`src/rtl/btn_pkg.sv`:
```
// rtl/btn_pkg.sv - shared event/state types for button_event_ctrl (option: BTN_AUTOREPEAT_EN)
package btn_pkg;

   typedef enum logic [1:0] {
      PRESS   = 2'd0,
      RELEASE = 2'd1,
      LONG    = 2'd2,
      REPEAT  = 2'd3
   } evt_kind_t;

   typedef enum logic [1:0] {
      IDLE     = 2'd0,
      HELD     = 2'd1,
      LONGHELD = 2'd2
   } btn_state_t;

   localparam int EVT_W = 2;

endpackage

```
`src/rtl/btn_channel.sv`:
```
// rtl/btn_channel.sv - per-button hold FSM, counters and one-entry pending slot
// BTN_AUTOREPEAT_EN adds a repeat counter and REPEAT events while long-held.
module btn_channel
   import btn_pkg::*;
#(
   parameter int LONG_CYC = 50_000_000,
   parameter int REP_CYC  = 10_000_000
) (
   input  logic      clk,
   input  logic      rst_n,
   input  logic      db_i,
   input  logic      grant_i,
   output logic      pend_o,
   output evt_kind_t kind_o,
   output logic      drop_o
);

   localparam int CW = $clog2(LONG_CYC + 1);
   localparam logic [CW-1:0] LONG_LAST = CW'(LONG_CYC - 1);
   localparam logic [CW-1:0] CNT_MAX   = {CW{1'b1}};

   btn_state_t      state_q, state_d;
   logic [CW-1:0]   cnt_q, cnt_d;
   logic            pend_q, pend_d;
   evt_kind_t       kind_q, kind_d;
   logic            gen;
   evt_kind_t       gen_kind;

`ifdef BTN_AUTOREPEAT_EN
   localparam int RW = $clog2(REP_CYC + 1);
   localparam logic [RW-1:0] REP_LAST = RW'(REP_CYC - 1);
   logic [RW-1:0]   rcnt_q, rcnt_d;
`endif

   always_comb begin
      state_d  = state_q;
      cnt_d    = cnt_q;
      gen      = 1'b0;
      gen_kind = PRESS;
`ifdef BTN_AUTOREPEAT_EN
      rcnt_d   = rcnt_q;
`endif
      case (state_q)
         IDLE: begin
            if (db_i) begin
               state_d  = HELD;
               cnt_d    = '0;
               gen      = 1'b1;
               gen_kind = PRESS;
            end
         end
         HELD: begin
            if (!db_i) begin
               state_d  = IDLE;
               gen      = 1'b1;
               gen_kind = RELEASE;
            end else if (cnt_q == LONG_LAST) begin
               state_d  = LONGHELD;
               cnt_d    = '0;
               gen      = 1'b1;
               gen_kind = LONG;
`ifdef BTN_AUTOREPEAT_EN
               rcnt_d   = '0;
`endif
            end else if (cnt_q != CNT_MAX) begin
               cnt_d = cnt_q + CW'(1);
            end
         end
         LONGHELD: begin
            if (!db_i) begin
               state_d  = IDLE;
               gen      = 1'b1;
               gen_kind = RELEASE;
`ifdef BTN_AUTOREPEAT_EN
            end else if (rcnt_q == REP_LAST) begin
               rcnt_d   = '0;
               gen      = 1'b1;
               gen_kind = REPEAT;
            end else begin
               rcnt_d = rcnt_q + RW'(1);
`endif
            end
         end
         default: state_d = IDLE;
      endcase

      // A grant frees the slot this cycle, so a same-cycle event may take it.
      pend_d = pend_q;
      kind_d = kind_q;
      drop_o = 1'b0;
      if (gen) begin
         if (!pend_q || grant_i) begin
            pend_d = 1'b1;
            kind_d = gen_kind;
         end else begin
            drop_o = 1'b1;
         end
      end else if (grant_i) begin
         pend_d = 1'b0;
      end
   end

   always_ff @(posedge clk or negedge rst_n) begin
      if (!rst_n) begin
         state_q <= IDLE;
         cnt_q   <= '0;
         pend_q  <= 1'b0;
         kind_q  <= PRESS;
`ifdef BTN_AUTOREPEAT_EN
         rcnt_q  <= '0;
`endif
      end else begin
         state_q <= state_d;
         cnt_q   <= cnt_d;
         pend_q  <= pend_d;
         kind_q  <= kind_d;
`ifdef BTN_AUTOREPEAT_EN
         rcnt_q  <= rcnt_d;
`endif
      end
   end

   assign pend_o = pend_q;
   assign kind_o = kind_q;

endmodule

```
`src/rtl/button_event_ctrl.sv`:
```
// rtl/button_event_ctrl.sv - button event generator with round-robin event output
// Auto-repeat events are compiled in when BTN_AUTOREPEAT_EN is defined.
module button_event_ctrl
   import btn_pkg::*;
#(
   parameter int NBTN     = 4,
   parameter int LONG_CYC = 50_000_000,
   parameter int REP_CYC  = 10_000_000
) (
   input  logic                    clk,
   input  logic                    rst_n,
   input  logic [NBTN-1:0]         db,
   output logic                    evt_valid,
   input  logic                    evt_ready,
   output logic [$clog2(NBTN)-1:0] evt_btn,
   output logic [EVT_W-1:0]        evt_kind,
   output logic                    overflow,
   input  logic                    ovf_clr
);

   localparam int BW = $clog2(NBTN);

   logic [NBTN-1:0] pend, grant, drop;
   evt_kind_t       ch_kind [NBTN];

   logic            valid_q, valid_d;
   logic [BW-1:0]   btn_q, btn_d;
   evt_kind_t       kind_q, kind_d;
   logic [BW-1:0]   ptr_q, ptr_d;
   logic            ovf_q, ovf_d;
   logic            can_grant, gnt_found;
   logic [BW-1:0]   gnt_idx, j_idx;
   int              j;

   for (genvar i = 0; i < NBTN; i++) begin : g_ch
      btn_channel #(
         .LONG_CYC (LONG_CYC),
         .REP_CYC  (REP_CYC)
      ) u_ch (
         .clk     (clk),
         .rst_n   (rst_n),
         .db_i    (db[i]),
         .grant_i (grant[i]),
         .pend_o  (pend[i]),
         .kind_o  (ch_kind[i]),
         .drop_o  (drop[i])
      );
   end

   always_comb begin
      can_grant = !valid_q || evt_ready;
      gnt_found = 1'b0;
      gnt_idx   = '0;
      j         = 0;
      j_idx     = '0;
      // Scan starts at the pointer and wraps, so the first hit is the RR winner.
      for (int i = 0; i < NBTN; i++) begin
         j = int'(ptr_q) + i;
         if (j >= NBTN) j = j - NBTN;
         j_idx = BW'(j);
         if (can_grant && !gnt_found && pend[j_idx]) begin
            gnt_found = 1'b1;
            gnt_idx   = j_idx;
         end
      end

      grant = '0;
      if (gnt_found) grant[gnt_idx] = 1'b1;

      valid_d = valid_q;
      btn_d   = btn_q;
      kind_d  = kind_q;
      ptr_d   = ptr_q;
      if (gnt_found) begin
         valid_d = 1'b1;
         btn_d   = gnt_idx;
         kind_d  = ch_kind[gnt_idx];
         ptr_d   = (gnt_idx == BW'(NBTN - 1)) ? '0 : gnt_idx + BW'(1);
      end else if (evt_ready) begin
         valid_d = 1'b0;
      end

      if (|drop)        ovf_d = 1'b1;
      else if (ovf_clr) ovf_d = 1'b0;
      else              ovf_d = ovf_q;
   end

   always_ff @(posedge clk or negedge rst_n) begin
      if (!rst_n) begin
         valid_q <= 1'b0;
         btn_q   <= '0;
         kind_q  <= PRESS;
         ptr_q   <= '0;
         ovf_q   <= 1'b0;
      end else begin
         valid_q <= valid_d;
         btn_q   <= btn_d;
         kind_q  <= kind_d;
         ptr_q   <= ptr_d;
         ovf_q   <= ovf_d;
      end
   end

   assign evt_valid = valid_q;
   assign evt_btn   = btn_q;
   assign evt_kind  = kind_q;
   assign overflow  = ovf_q;

endmodule

```
`config.mk`:
```
export PLATFORM = sky130hd
export DESIGN_NAME = button_event_ctrl
export DESIGN_NICKNAME = d
export VERILOG_FILES = /design/src/rtl/btn_pkg.sv /design/src/rtl/btn_channel.sv /design/src/rtl/button_event_ctrl.sv
export SDC_FILE = /design/constraint.sdc
export NUM_CORES = 1
export LEC_CHECK = 0
export ABC_AREA = 0
export CAP_MARGIN = 25
export CORE_MARGIN = 4
export CORE_UTILIZATION = 50
export CTS_BUF_LIST = sky130_fd_sc_hd__clkbuf_4 sky130_fd_sc_hd__clkbuf_8 sky130_fd_sc_hd__clkbuf_16
export DETAILED_ROUTE_END_ITERATION = 8
export GPL_TIMING_DRIVEN = 0
export PLACE_DENSITY = 0.7
export SLEW_MARGIN = 20
export SYNTH_ARGS = -nofsm -noshare
export SYNTH_HDL_FRONTEND = slang
export SYNTH_SLANG_ARGS = --single-unit
```
`constraint.sdc`:
```
create_clock -name clk -period 4.9 [get_ports clk]
set_clock_uncertainty 0.1 [all_clocks]
set_input_delay 0.49 -clock clk [delete_from_list [all_inputs] [get_ports clk]]
set_output_delay 0.49 -clock clk [all_outputs]
set_load 0.01 [all_outputs]
```
==> metrics.csv <==
stage,metric,value,unit
timing,final hold viol count,0,
synthesis,sequential-to-total area share from yosys stat,41.4,%
synthesis,Avg Synthesized Cell Area,8.80,µm²
grt,overall fraction of global-route tracks in use,21.3,%
synthesis,Yosys top cell area share,41.4,%
timing,fmax,0.312,GHz
cts,TritonCTS clock tree,yes,
worst_setup_path,CP Max Fanout,10,
timing,max-slew violations,0,
grt,vias in the first global route,6608,
worst_setup_path,CP Capture Type,flop,
timing,period utilization,65.5,%
cts,Clock Latency Late Sink,430,ps
route,wire per inst,15.6,µm
min_path,Hold WC Path Type,input port to flop,
grt,initial antenna violation count,0,
floorplan,die width,134,µm
finish,share of cells above drive strength 1,8.54,%
worst_setup_path,worst path required time,5150,ps
synthesis,Synth cell types,77,
min_path,worst hold start,db[2],
route,TritonRoute pass-1 iters,5,
timing,Worst-Margin Slew,787,ps
route,initial drt markers,589,
grt,first-pass GRT wire length,32.1,mm
cts,TritonCTS buffer count,17,
floorplan,IO Pins,14,
worst_setup_path,Reg-to-Reg Start,ptr_q[0]$_DFFE_PN0P_,
placement,dpl hpwl,12.3,mm
synthesis,synth top area cells,"dfrtp_1 41%, o21ai_0 5.0%, nand2_1 4.4%, nor2_1 3.9%, ha_1 3.3%",
floorplan,die height,134,µm
synthesis,#FFs+latches synth,132,
worst_setup_path,Reg2Reg Depth,12,
pwr,peak supply drop,0.324,mV
synthesis,Post-synth EDFFs,0,
min_path,Worst Hold Depth,2,
timing,fin crit period,3210,ps
cts,root buf cell,clkbuf_16,
pwr,Lkg Pwr,3.71,nW
grt,GR Overflow Total,0,
route,via count,6895,
floorplan,initial cell density of the core,51.7,%
floorplan,core area,15400,µm²
route,DRC errors left,0,
placement,gp weighted congestion,0.885,
synthesis,Main synth FF type,dfrtp_1,
finish,Layout area overhead,12.3,%
synthesis,synthesized-area fraction occupied by adder cells,3.30,%
worst_setup_path,reg-to-reg endpoint,overflow$_DFFE_PN0P_,
placement,placed inst area,8360,µm²
min_path,WHS Endpoint,g_ch[2].u_ch.state_q[1]$_DFFE_PN0P_,
cts,Setup Buffers After CTS,0,
synthesis,largest family of logic cells by synthesized area,simple AND/OR/NAND/NOR gates,
timing,RSZ-0062 raised after global routing,no,
flow_run,# Max-Cap Violations,0,
synthesis,mapped cell area,7970,µm²
placement,PortBufs,9,
cts,# clock sinks,132,
worst_setup_path,critical path launch point type,flop,
synthesis,Synth warnings,0,
grt,largest net degree at the start of global routing,91,
finish,Post-Layout Inst Area,8950,µm²
synthesis,Synth Instances,906,
timing,worst rel slew slack,47.3,%
route,total wire length,18.1,mm
status,status,completed,
finish,ant diodes,0,
synthesis,post-synthesis compound-gate area fraction,18.4,%
route,Vias/cell,5.94,
synthesis,multiplexer share of the synthesized area,3.06,%
timing,setup violators final,0,
synthesis,xor and xnor area share after synthesis,3.30,%
pwr,Power per Cell Area,423,nW/µm²
cts,Worst-path clk slew,60,ps
floorplan,# rows,45,
worst_setup_path,CP Data Arrival Time,3460,ps
worst_setup_path,flop2flop setup slack,1690,ps
synthesis,ys async rst share,100,%
cts,H-tree depth,4,
route,post-route ant nets,0,
synthesis,post-synthesis simple-gate area fraction,27.0,%
cts,Clock Path Buffers,2,
worst_setup_path,crit path kind,flop to flop,
floorplan,die area,18000,µm²
finish,nets,965,
synthesis,Yosys top cell by area,dfrtp_1,
timing,Min Hold Slack,329,ps
synthesis,post-synth net total,935,
[registers in the layout (all words and copies together), names as in the netlist]
| name | flops |
|---|---|
| g_ch.u_ch.cnt_q | 104 |
| g_ch.u_ch.kind_o | 8 |
| ptr_q | 2 |
| evt_kind | 2 |
| g_ch.u_ch.state_q | 8 |
| g_ch.u_ch.pend_o | 4 |
| overflow | 1 |
| evt_btn | 2 |
| evt_valid | 1 |
[how the worst max path moves through the flow]
stage	startpoint	to	slack [ps]	cells after the start
final	ptr_q[0]$_DFFE_PN0P_	overflow$_DFFE_PN0P_	1690	12
after global routing	g_ch[2].u_ch.cnt_q[0]$_DFFE_PN0P_	g_ch[2].u_ch.cnt_q[4]$_DFFE_PN0P_	1410	8
after CTS	ptr_q[0]$_DFFE_PN0P_	overflow$_DFFE_PN0P_	1730	12
after detailed placement	evt_ready	overflow$_DFFE_PN0P_	1610	12
after global placement	rst_n	g_ch[2].u_ch.cnt_q[20]$_DFFE_PN0P_	-2280	1
after floorplan	ptr_q[0]$_DFFE_PN0P_	overflow$_DFFE_PN0P_	2180	12
[stage by stage]
stage	cells	util [%]	power, W	setup WS [ps]	TNS (ps)
2_1_floorplan	906	-	0.00218	2180	0
3_3_place_gp	1126	54.0	0.00252	-2280	-298610
3_5_place_dp	1127	54.2	0.00253	1610	0
4_1_cts	1160	58.0	0.00381	1730	0
5_1_grt	1160	58.0	0.00404	1410	0
6_report	1160	58.0	0.00379	1690	0
[worst max-delay path: stages (launching register included)]
cell and delay (ps):
dfrtp_1 350, buf_2 170, or3b_2 470, nand3_1 120
nand3_1 170, mux2i_1 340, or2_2 220, inv_1 100
ha_1 220, a21bo_2 210, a2111oi_0 430, a31oi_1 80
nand4_1 140
[cells by family after synthesis]
family,count (synthesis)
xor+xnor,30
compound gates,230
simple gates,405
mux,22
fa+ha+maj,21
buf+inv,66
flops,132
[routing by layer]
layer	global-route usage (%)	wire, µm	up-vias
li1	-	-	3413
met1	30.2	9010	3340
met2	32.9	8290	123
met3	4.76	621	19
met4	6.22	189	0
met5	0	0	-
[placed cells by master (no fill, tap or decap), drive strengths merged, types with 9 or more instances in the layout]
| master | synthesis | layout |
|---|---|---|
| buf | 14 | 16 |
| and4 | 13 | 13 |
| ha | 21 | 21 |
| o21ai | 85 | 85 |
| nor3 | 31 | 31 |
| dfrtp | 132 | 132 |
| nand3 | 43 | 43 |
| nand2b | 16 | 16 |
| and2 | 9 | 9 |
| clkbuf | 25 | 45 |
| xor2 | 18 | 18 |
| o31ai | 24 | 24 |
| a31oi | 20 | 20 |
| nor2 | 85 | 85 |
| inv | 26 | 28 |
| nor4 | 13 | 13 |
| mux2i | 12 | 12 |
| a21oi | 42 | 42 |
| nand2 | 93 | 93 |
| mux2 | 9 | 9 |
| and3 | 23 | 23 |
| xnor2 | 12 | 12 |
| nand4 | 39 | 39 |
[cell usage after synthesis, drive strengths merged (7+ instances only)]
| cell type | n |
|---|---|
| a22o | 8 |
| o21ai | 85 |
| dfrtp | 132 |
| mux2i | 12 |
| nor2 | 85 |
| nor4 | 13 |
| nand4 | 39 |
| xor2 | 18 |
| nand2 | 93 |
| o31ai | 24 |
| mux2 | 9 |
| xnor2 | 12 |
| a31oi | 20 |
| nor3 | 31 |
| nand2b | 16 |
| and3 | 23 |
| clkbuf | 25 |
| inv | 26 |
| a21oi | 42 |
| and2 | 9 |
| and4 | 13 |
| buf | 14 |
| or3 | 7 |
| nand3 | 43 |
| ha | 21 |
[cell type report]
| type | count | area [µm²] |
|---|---|---|
| timing repair buffer | 11 | 133 |
| clock inverter | 12 | 129 |
| clock buffer | 20 | 454 |
| tap | 211 | 264 |
| inverter | 27 | 103 |
| buffer | 39 | 178 |
| sequential | 132 | 3300 |
| multi-input combinational | 708 | 4390 |
| fill | 1401 | 6480 |
[report_power, final]
group | switching (W) | internal (W)
sequential | 0.0000958 | 0.00119
combinational | 0.000794 | 0.000442
clock | 0.000490 | 0.000772
total | 0.00138 | 0.00241
[what timing repair did]
| action | in CTS | in global routing |
|---|---|---|
| hold endpoints to repair | 42 | 0 |
| resized for setup | 0 | 0 |
| hold buffers | 1 | 0 |
(Power assumes the default switching activity.)
